--- config.mk ---
export PLATFORM = sky130hd
export DESIGN_NAME = hc_sr04_emu
export DESIGN_NICKNAME = d
export VERILOG_FILES = /design/src/rtl/hc_sr04_emu.sv
export SDC_FILE = /design/constraint.sdc
export NUM_CORES = 1
export LEC_CHECK = 0
export ABC_AREA = 0
export CORE_MARGIN = 2
export CORE_UTILIZATION = 30
export CTS_CLUSTER_DIAMETER = 60
export DETAILED_ROUTE_END_ITERATION = 16
export DONT_BUFFER_PORTS = 1
export PLACE_DENSITY = 0.45
export SLEW_MARGIN = 20
export SYNTH_ARGS = -nofsm -noshare
export SYNTH_HDL_FRONTEND = slang
export SYNTH_SLANG_ARGS = --single-unit
--- constraint.sdc ---
create_clock -name clk -period 13.65 [get_ports clk]
set_input_delay 2.73 -clock clk [delete_from_list [all_inputs] [get_ports clk]]
set_output_delay 2.73 -clock clk [all_outputs]
set_load 0.01 [all_outputs]
--- src/rtl/hc_sr04_emu.sv ---
// HC-SR04 ultrasonic ranger emulator: answers a trig pulse with an echo whose width
// encodes the configured target distance, including burst delay and post-echo dead time.
module hc_sr04_emu #(
    parameter int unsigned CLK_PER_US  = 24,
    parameter int unsigned TRIG_MIN_US = 10,
    parameter int unsigned BURST_US    = 200,
    parameter int unsigned CM_US       = 58,
    parameter int unsigned MAX_ECHO_US = 38000,
    parameter int unsigned HOLDOFF_US  = 10000
) (
    input  logic       clk,
    input  logic       rst_n,
    input  logic       en,
    input  logic       trig,
    input  logic [8:0] dist_cm,
    output logic       echo,
    output logic       busy,
    output logic       done,
    output logic       trig_err
);

    localparam int unsigned CW = 32;
    localparam logic [CW-1:0] TRIG_CYC  = CW'(TRIG_MIN_US * CLK_PER_US);
    localparam logic [CW-1:0] BURST_CYC = CW'(BURST_US * CLK_PER_US);
    localparam logic [CW-1:0] HOLD_CYC  = CW'(HOLDOFF_US * CLK_PER_US);
    localparam logic [CW-1:0] MAX_CYC   = CW'(MAX_ECHO_US * CLK_PER_US);
    localparam logic [CW-1:0] CM_CYC    = CW'(CM_US * CLK_PER_US);
    localparam logic [CW-1:0] MIN_CYC   = CW'(2 * CM_US * CLK_PER_US);

    typedef enum logic [2:0] {
        ST_IDLE,
        ST_TRIG,
        ST_BURST,
        ST_ECHO,
        ST_HOLDOFF
    } state_t;

    state_t        state, next_state;
    logic [CW-1:0] cnt;
    logic [CW-1:0] echo_len;
    logic [8:0]    dist_q;
    logic          sync1, sync2, sync3;
    logic [1:0]    vld;
    logic          armed;
    logic          rise, fall;
    logic          cnt_clr, cnt_inc, latch, err_ev;

    // armed only after the synchronizer has been seen low, so a trig held high
    // through reset never looks like a rising edge
    always_ff @(posedge clk or negedge rst_n) begin
        if (!rst_n) begin
            sync1 <= 1'b0;
            sync2 <= 1'b0;
            sync3 <= 1'b0;
            vld   <= '0;
            armed <= 1'b0;
        end else begin
            sync1 <= trig;
            sync2 <= sync1;
            sync3 <= sync2;
            vld   <= {vld[0], 1'b1};
            armed <= armed | (vld[1] & ~sync2);
        end
    end

    assign rise = armed & sync2 & ~sync3;
    assign fall = ~sync2 & sync3;

    always_comb begin
        if (dist_q > 9'd400)
            echo_len = MAX_CYC;
        else if (dist_q < 9'd2)
            echo_len = MIN_CYC;
        else
            echo_len = CW'(dist_q) * CM_CYC;
    end

    always_comb begin
        next_state = state;
        cnt_clr    = 1'b0;
        cnt_inc    = 1'b0;
        latch      = 1'b0;
        err_ev     = 1'b0;
        if (!en) begin
            next_state = ST_IDLE;
            cnt_clr    = 1'b1;
        end else begin
            case (state)
                ST_IDLE: begin
                    if (rise) begin
                        next_state = ST_TRIG;
                        cnt_clr    = 1'b1;
                    end
                end
                ST_TRIG: begin
                    // the high cycle spent detecting the edge in IDLE counts as the first one
                    if (fall) begin
                        cnt_clr = 1'b1;
                        if (cnt + CW'(1) >= TRIG_CYC) begin
                            next_state = ST_BURST;
                            latch      = 1'b1;
                        end else begin
                            next_state = ST_IDLE;
                            err_ev     = 1'b1;
                        end
                    end else if (sync2 && cnt < TRIG_CYC) begin
                        cnt_inc = 1'b1;
                    end
                end
                ST_BURST: begin
                    if (cnt == BURST_CYC - CW'(1)) begin
                        next_state = ST_ECHO;
                        cnt_clr    = 1'b1;
                    end else begin
                        cnt_inc = 1'b1;
                    end
                end
                ST_ECHO: begin
                    if (cnt == echo_len - CW'(1)) begin
                        next_state = ST_HOLDOFF;
                        cnt_clr    = 1'b1;
                    end else begin
                        cnt_inc = 1'b1;
                    end
                end
                ST_HOLDOFF: begin
                    if (cnt == HOLD_CYC - CW'(1)) begin
                        next_state = ST_IDLE;
                        cnt_clr    = 1'b1;
                    end else begin
                        cnt_inc = 1'b1;
                    end
                end
                default: begin
                    next_state = ST_IDLE;
                    cnt_clr    = 1'b1;
                end
            endcase
        end
    end

    always_ff @(posedge clk or negedge rst_n) begin
        if (!rst_n) begin
            state <= ST_IDLE;
        end else begin
            state <= next_state;
        end
    end

    // outputs are registered images of the current state, one cycle behind it
    always_ff @(posedge clk or negedge rst_n) begin
        if (!rst_n) begin
            cnt      <= '0;
            dist_q   <= '0;
            echo     <= 1'b0;
            busy     <= 1'b0;
            done     <= 1'b0;
            trig_err <= 1'b0;
        end else begin
            if (cnt_clr)
                cnt <= '0;
            else if (cnt_inc)
                cnt <= cnt + CW'(1);
            if (latch)
                dist_q <= dist_cm;
            echo     <= en && (state == ST_ECHO);
            busy     <= en && (state != ST_IDLE);
            done     <= en && (state == ST_HOLDOFF) && echo;
            trig_err <= err_ev;
        end
    end

endmodule

# After elaboration in Yosys (flattened, before gate mapping)
# Cells that the tools add are included.
word_totals:
  elab_cells: 81
  input_bits: 13
  regBits: 54
  output_inout_bits: 4
classes:
  n_mul: 1
  magnitude_cmp: 4
  muxes: 34
  n_eq_ne: 12
  n_bitwise: 7
  reduce_logical: 9
  n_addsub: 2
op_table:
  columns: ["operator", "n"]
  rows:
  - ["2-to-1 mux 32 bit", 2]
  - ["2-to-1 mux 20 bit", 2]
  - ["adder 32 x 1 -> 32 bit, second input constant", 1]
  - ["== test 32 x 13 -> 1 bit, second input constant", 1]
  - ["== test 32 x 18 -> 1 bit, second input constant", 1]
  - ["== test 32 bit", 1]
  - ["greater-or-equal comparator 32 x 8 -> 1 bit, second input constant", 1]
  - ["< comparator 32 x 8 -> 1 bit, second input constant", 1]
  - ["subtractor 32 x 1 -> 32 bit, second input constant", 1]
  - ["2-to-1 mux 1 bit", 20]
  - ["2-to-1 mux 3 bit", 6]
  - ["multiplier 9 x 7 -> 16 bit, second input constant", 1]
  - ["!= test 3 bit, second input constant", 5]
  - ["case mux 3 bit (5 select lines)", 1]
  - ["greater-than comparator 9 bit, second input constant", 1]
  - ["< comparator 9 x 2 -> 1 bit, second input constant", 1]
  - ["== test 3 x 2 -> 1 bit, second input constant", 2]
  - ["logical AND 1 bit", 5]
  - ["case mux 1 bit (5 select lines)", 1]
  - ["AND reduction 5 bit", 1]
  - ["AND 1 bit", 4]
  - ["case mux 1 bit (4 select lines)", 1]
  - ["== test 3 x 1 -> 1 bit, second input constant", 1]
  - ["== test 3 bit, second input constant", 1]
  - ["6 further kinds", 7]

# Longest topological paths before layout
depth:
  word_depth: 10
  ltp_mapped: 24
  mapped_depth_nobuf: 21

# Worst setup path before layout
# Ideal clock, no wire load.
synth_timing:
  path_type: "flip-flop to flip-flop"
  start: "reg dist_q[5]"
  end: "reg cnt[15]"
  setup_slack_ns: 7.670
  setup_time_ns: 0.111
  arrival_time_ns: 5.869
  stages_incl_launch_ff: 22
  period_less_slack_ns: 5.980
  path_buffers: 2
  required_ns: 13.539
  path_cell_list: "dfrtp_1 -> inv_1 -> ha_1 -> inv_1 -> fa_1 -> fa_1 -> inv_1 -> fa_1 -> ha_1 -> clkbuf_1 -> a21o_1 -> or3_1 -> a221oi_2 -> nand3_1 -> a211oi_2 -> xnor3_1 -> a2111oi_2 -> nand4b_2 -> a21boi_4 -> buf_6 -> nor4_1 -> a2111oi_2"
synth_via:
  elab_chain_len: 9
  elab_cells_between_ends: 15
  classes_between: "add/sub: 1; mul: 1; order compare: 2; eq/ne: 1; mux: 9; reduce/logical: 1"
synth_rtl:
  columns: ["element", "line_no", "text"]
  rows:
  - ["from (decl)", "41", "logic [8:0] dist_q;"]
  - ["from (signal assigned)", "165", "dist_q <= dist_cm;"]
  - ["multiplier 9 x 7 -> 16 bit or < comparator 9 x 2 -> 1 bit (tied branches)", "75, 72", null]
  - ["2-to-1 mux 20 bit", "72", "else if (dist_q < 9'd2)"]
  - ["2-to-1 mux 20 bit (*)", "70", "if (dist_q > 9'd400)"]
  - ["subtractor 32 x 1 -> 32 bit (*)", "119", "if (cnt == echo_len - CW'(1)) begin"]
  - ["== test 32 bit (*)", "119", null]
  - ["2-to-1 mux 1 bit", "119", null]
  - ["case mux 1 bit (5 select lines) or case mux 1 bit (4 select lines) (tied branches)", "88", "case (state)"]
  - ["2-to-1 mux 1 bit", "84", "if (!en) begin"]
  - ["2-to-1 mux 32 bit or nonzero test 2 bit (tied branches)", null, null]
  - ["to (signal assigned)", "163", "cnt <= cnt + CW'(1);"]
  - ["to (decl)", "39", "logic [CW-1:0] cnt;"]
# Every way passes the cells marked *; elsewhere a longest branch is shown, timed or not.
# A chain may end at the register's enable or synchronous reset.

# Final worst setup path
layout_timing:
  start: "reg dist_q[6]"
  end: "reg cnt[15]"
# The elaborated chain is that of the path after synthesis.

==> summary.txt <==
Detailed routing
  – Iter 0 DRT Violations: 378
  – DR DRC count: 0
  – Detailed Route WL: between 15 and 20 mm
  – Antenna viol nets, final: 0
  – WL per Instance: ~16 um
  – Vias/cell: between 5 and 6
  – Via count: between 5000 and 6000
  – DRT Pass-1 Iters: 5

Clock network
  – CTS tree: done
  – Clock transition at path regs: approximately 80 ps
  – Post_cts resized: 0
  – CTS H-tree lvls: 2
  – Post-CTS setup buffer count: 0
  – CTS Sinks: 54
  – Quantity of hold-fixing buffers added after cts: 0
  – TritonCTS buffer count: 5
  – CTS max path bufs: 2
  – Skew-Pair Late Insertion Delay: around 310 ps
  – Clock Tree Root: clkbuf_16

Setup path
  – Critical-path top delay cell: o221ai_1
  – Flop-to-flop setup slack: approximately 6600 ps
  – Crit-path cells: inv_1, ha_1, inv_1, fa_1, fa_1, inv_1, fa_1, ha_1, nand2_1, a21o_1, a21oi_1, o221ai_1, a31oi_1, or3_1, a211o_1, nor4_1, nand4b_2, a21boi_4, buf_4, nor4_1, a2111oi_2
  – Crit Path Class: reg -> reg
  – R2R depth: 21
  – CP Launch Type: register
  – Top delay family on crit path: adder cells
  – Crit path buf inv count: 4
  – Worst Setup End Kind: register
  – Crit-path max cell delay: about 700 ps
  – Reg-to-Reg End: cnt[15]
  – Critical Path AT: around 7200 ps
  – Required time of the critical path: ~14000 ps
  – R2R Path Start: dist_q[6]
  – Crit path max fanout: 44

Timing
  – Fmax: 142 MHz
  – Max-slew violation count: 0
  – Setup TNS Final: 0 ps
  – Actual slew at the worst max-slew pin: between 800 and 900 ps
  – Min Tclk post-route: 7050 ps
  – Rel. slew slack: 41.0%
  – Final period util: 51.7%
  – Final setup fails: 0
  – Final hold violation count: 0
  – Clock skew: 9.01 ps
  – RSZ-0062 raised after global routing: no

Logic synthesis
  – Count of cell types in the netlist: 75
  – Post-Syn Instances: roughly 730
  – Post-Syn Area: slightly above 6000 um2
  – Async set-or-reset flop fraction in the synthesized netlist: 100%
  – Synth Register Bits: 54
  – Top FF cell, synth: dfrtp_1
  – Syn avg cell area: between 8 and 9 um2
  – Number of synthesized flops with an enable pin: 0
  – Post-Syn Nets: 819
  – Synth Warn #: 0
  – Seq/Total Area, Yosys: ~22%

Power
  – Leak pwr: about 2.9 nW
  – Logic gate share of total power: under 10%
  – Int Power: ~0.26 mW
  – NetSw: about 0.077 mW
  – Seq pwr share: about 48%
  – Clock network fraction of design power: a little under half
  – Maximum vdd drop: between 40 and 50 uV
  – Power per standard cell area: about 53 nW/um2
  – Switch share: between 20% and 30%

Layout
  – Storage cell area: ~1400 um2
  – # nets final: slightly below 800
  – Fraction of layout cells with a size suffix above 1: approximately 6.8%
  – # fillers: about 2200
  – Final Cell Area: between 6000 and 7000 um2
  – Area occupied by multi-input gates: approximately 4300 um2
  – Area added between synthesis and finish: 5.49%
  – Number of diodes: 0

Floorplan
  – Core region area: about 20000 um2
  – # IOs: 17
  – Die footprint: between 20000 and 25000 um2
  – Cell Rows: 52
  – Initial Utilization: 30.3%
  – Die X-Extent: 146 um
  – Die Y: 146 um

Global routing
  – Largest net degree at the start of global routing: 55
  – GR Overflow Total: 0
  – Total GRT Usage: 14.9%
  – Antenna violations before repair: 0
  – Vias in the first global route: slightly above 5000
  – First-pass GRT wire length: between 20 and 30 mm

Place
  – Routability cong.: about 0.85
  – Final HPWL DP: between 10 and 15 mm
  – Dpl cell area: 6220 um2
  – Port bufs: 0

Min path
  – WHS Path Cells: 0
  – Hold Startpoint: sync1
  – Hold endpoint: sync2
  – Hold WC Path Type: reg -> reg

Run status
  – Status: finished clean

Flow run
  – Max-cap violations: 0
[flip-flops by register name, indices dropped and copies added, names as in the netlist]
signal and cells:
armed 1, busy 1, cnt 32, dist_q 9, done 1, echo 1
state 3, sync1 1, sync2 1, sync3 1, trig_err 1, vld 2
[cells in the final DEF (no fill, tap or decap), drive strengths merged, types with 11 or more instances in the layout]
master	n
and3	24
nor3	38
inv	54
nand3	28
o21ai	41
a21o	11
mux2i	24
fa	17
nor4	18
nand2	58
mux2	11
xnor2	18
ha	58
dfrtp	54
nand4	16
a21oi	34
nor2	44
[cell usage after synthesis (4+ instances only)]
| cell | count | share of area [%] |
|---|---|---|
| fa_1 | 17 | 5.6 |
| nor3_1 | 38 | 3.1 |
| o31ai_1 | 5 | 0.62 |
| xor2_1 | 7 | 1.0 |
| o21ai_1 | 7 | 0.58 |
| buf_2 | 5 | 0.41 |
| o211ai_1 | 6 | 0.74 |
| mux2_2 | 11 | 2.0 |
| nor2_1 | 44 | 2.7 |
| and2_1 | 9 | 0.93 |
| o21a_1 | 6 | 0.74 |
| inv_1 | 53 | 3.3 |
| nor2b_1 | 4 | 0.41 |
| a21oi_1 | 32 | 2.6 |
| a31oi_1 | 7 | 0.72 |
| and3_1 | 24 | 2.5 |
| nor4_1 | 18 | 1.9 |
| xnor2_1 | 18 | 2.6 |
| mux2i_1 | 24 | 4.0 |
| dfrtp_1 | 54 | 22 |
| ha_1 | 58 | 12 |
| o21ai_0 | 34 | 2.8 |
| a2111oi_2 | 4 | 0.99 |
| and4_1 | 4 | 0.58 |
| o2111ai_1 | 5 | 0.72 |
| nand2b_1 | 4 | 0.41 |
| nand2_1 | 58 | 3.6 |
| nand3_1 | 28 | 2.3 |
| clkbuf_1 | 39 | 2.4 |
| or2_2 | 4 | 0.41 |
| a211o_1 | 5 | 0.72 |
| a21o_1 | 11 | 1.4 |
| or3_1 | 10 | 1.0 |
| nand4_1 | 16 | 1.7 |
[layer usage]
| metal | GRT usage, % | routed length (um) | vias to the layer above |
|---|---|---|---|
| li1 | - | - | 2584 |
| met5 | 0 | 0 | - |
| met4 | 5.58 | 462 | 0 |
| met1 | 19.8 | 7550 | 2562 |
| met2 | 24.6 | 7420 | 119 |
| met3 | 2.06 | 471 | 28 |
[metrics by stage]
| step | cells | util [%] | hold slack, ps | total power [mW] | worst slack, ps |
|---|---|---|---|---|---|
| 3_3_place_gp | 957 | 31.0 | 335 | 0.182 | 6850 |
| 5_1_grt | 965 | 31.9 | 363 | 0.352 | 6200 |
| 4_1_cts | 965 | 31.9 | 355 | 0.343 | 6610 |
| 6_report | 965 | 31.9 | 353 | 0.337 | 6600 |
| 3_5_place_dp | 957 | 31.0 | 337 | 0.182 | 6620 |
| 2_1_floorplan | 731 | - | 331 | 0.181 | 7670 |
[kinds of logic (layout without fill, tap and decap cells)]
family          after synthesis  count (layout)  synth area share [%]
other cells                   1               1                0.0618
compound gates              163             163                  19.2
buf+inv                     100              64                  6.66
flops                        54              54                  22.3
fa+ha+maj                    75              75                  17.6
xor+xnor                     27              27                  4.25
mux                          35              35                  6.00
simple gates                276             276                  24.0
[power by group through the flow]
stage	clock network [mW]	logic (mW)	registers, mW
final	0.158	0.0162	0.163
after global routing	0.171	0.0180	0.163
after CTS	0.164	0.0164	0.163
after detailed placement	0	0.0163	0.166
after global placement	0	0.0162	0.166
after floorplan	0	0.0150	0.166
[area by class of cell]
| cell class | count | area share [%] |
|---|---|---|
| clock inverters | 2 | 0.606 |
| inverters | 53 | 3.11 |
| well taps | 270 | 5.28 |
| repair buffers | 3 | 0.352 |
| clock buffers | 6 | 2.17 |
| multi-input cells | 577 | 67.4 |
| flip-flops and latches | 54 | 21.1 |
[how the worst max path moves through the flow]
stage                     startpoint      end  slack [ps]  cells past startpoint
final                      dist_q[6]  cnt[15]        6600                     21
after global routing       dist_q[6]   cnt[4]        6200                     21
after CTS                  dist_q[6]   cnt[5]        6610                     20
after detailed placement   dist_q[6]   cnt[5]        6620                     20
after global placement     dist_q[6]  cnt[11]        6850                     20
after floorplan            dist_q[5]  cnt[15]        7670                     21
Note: power is estimated with default switching activity, not from simulation.
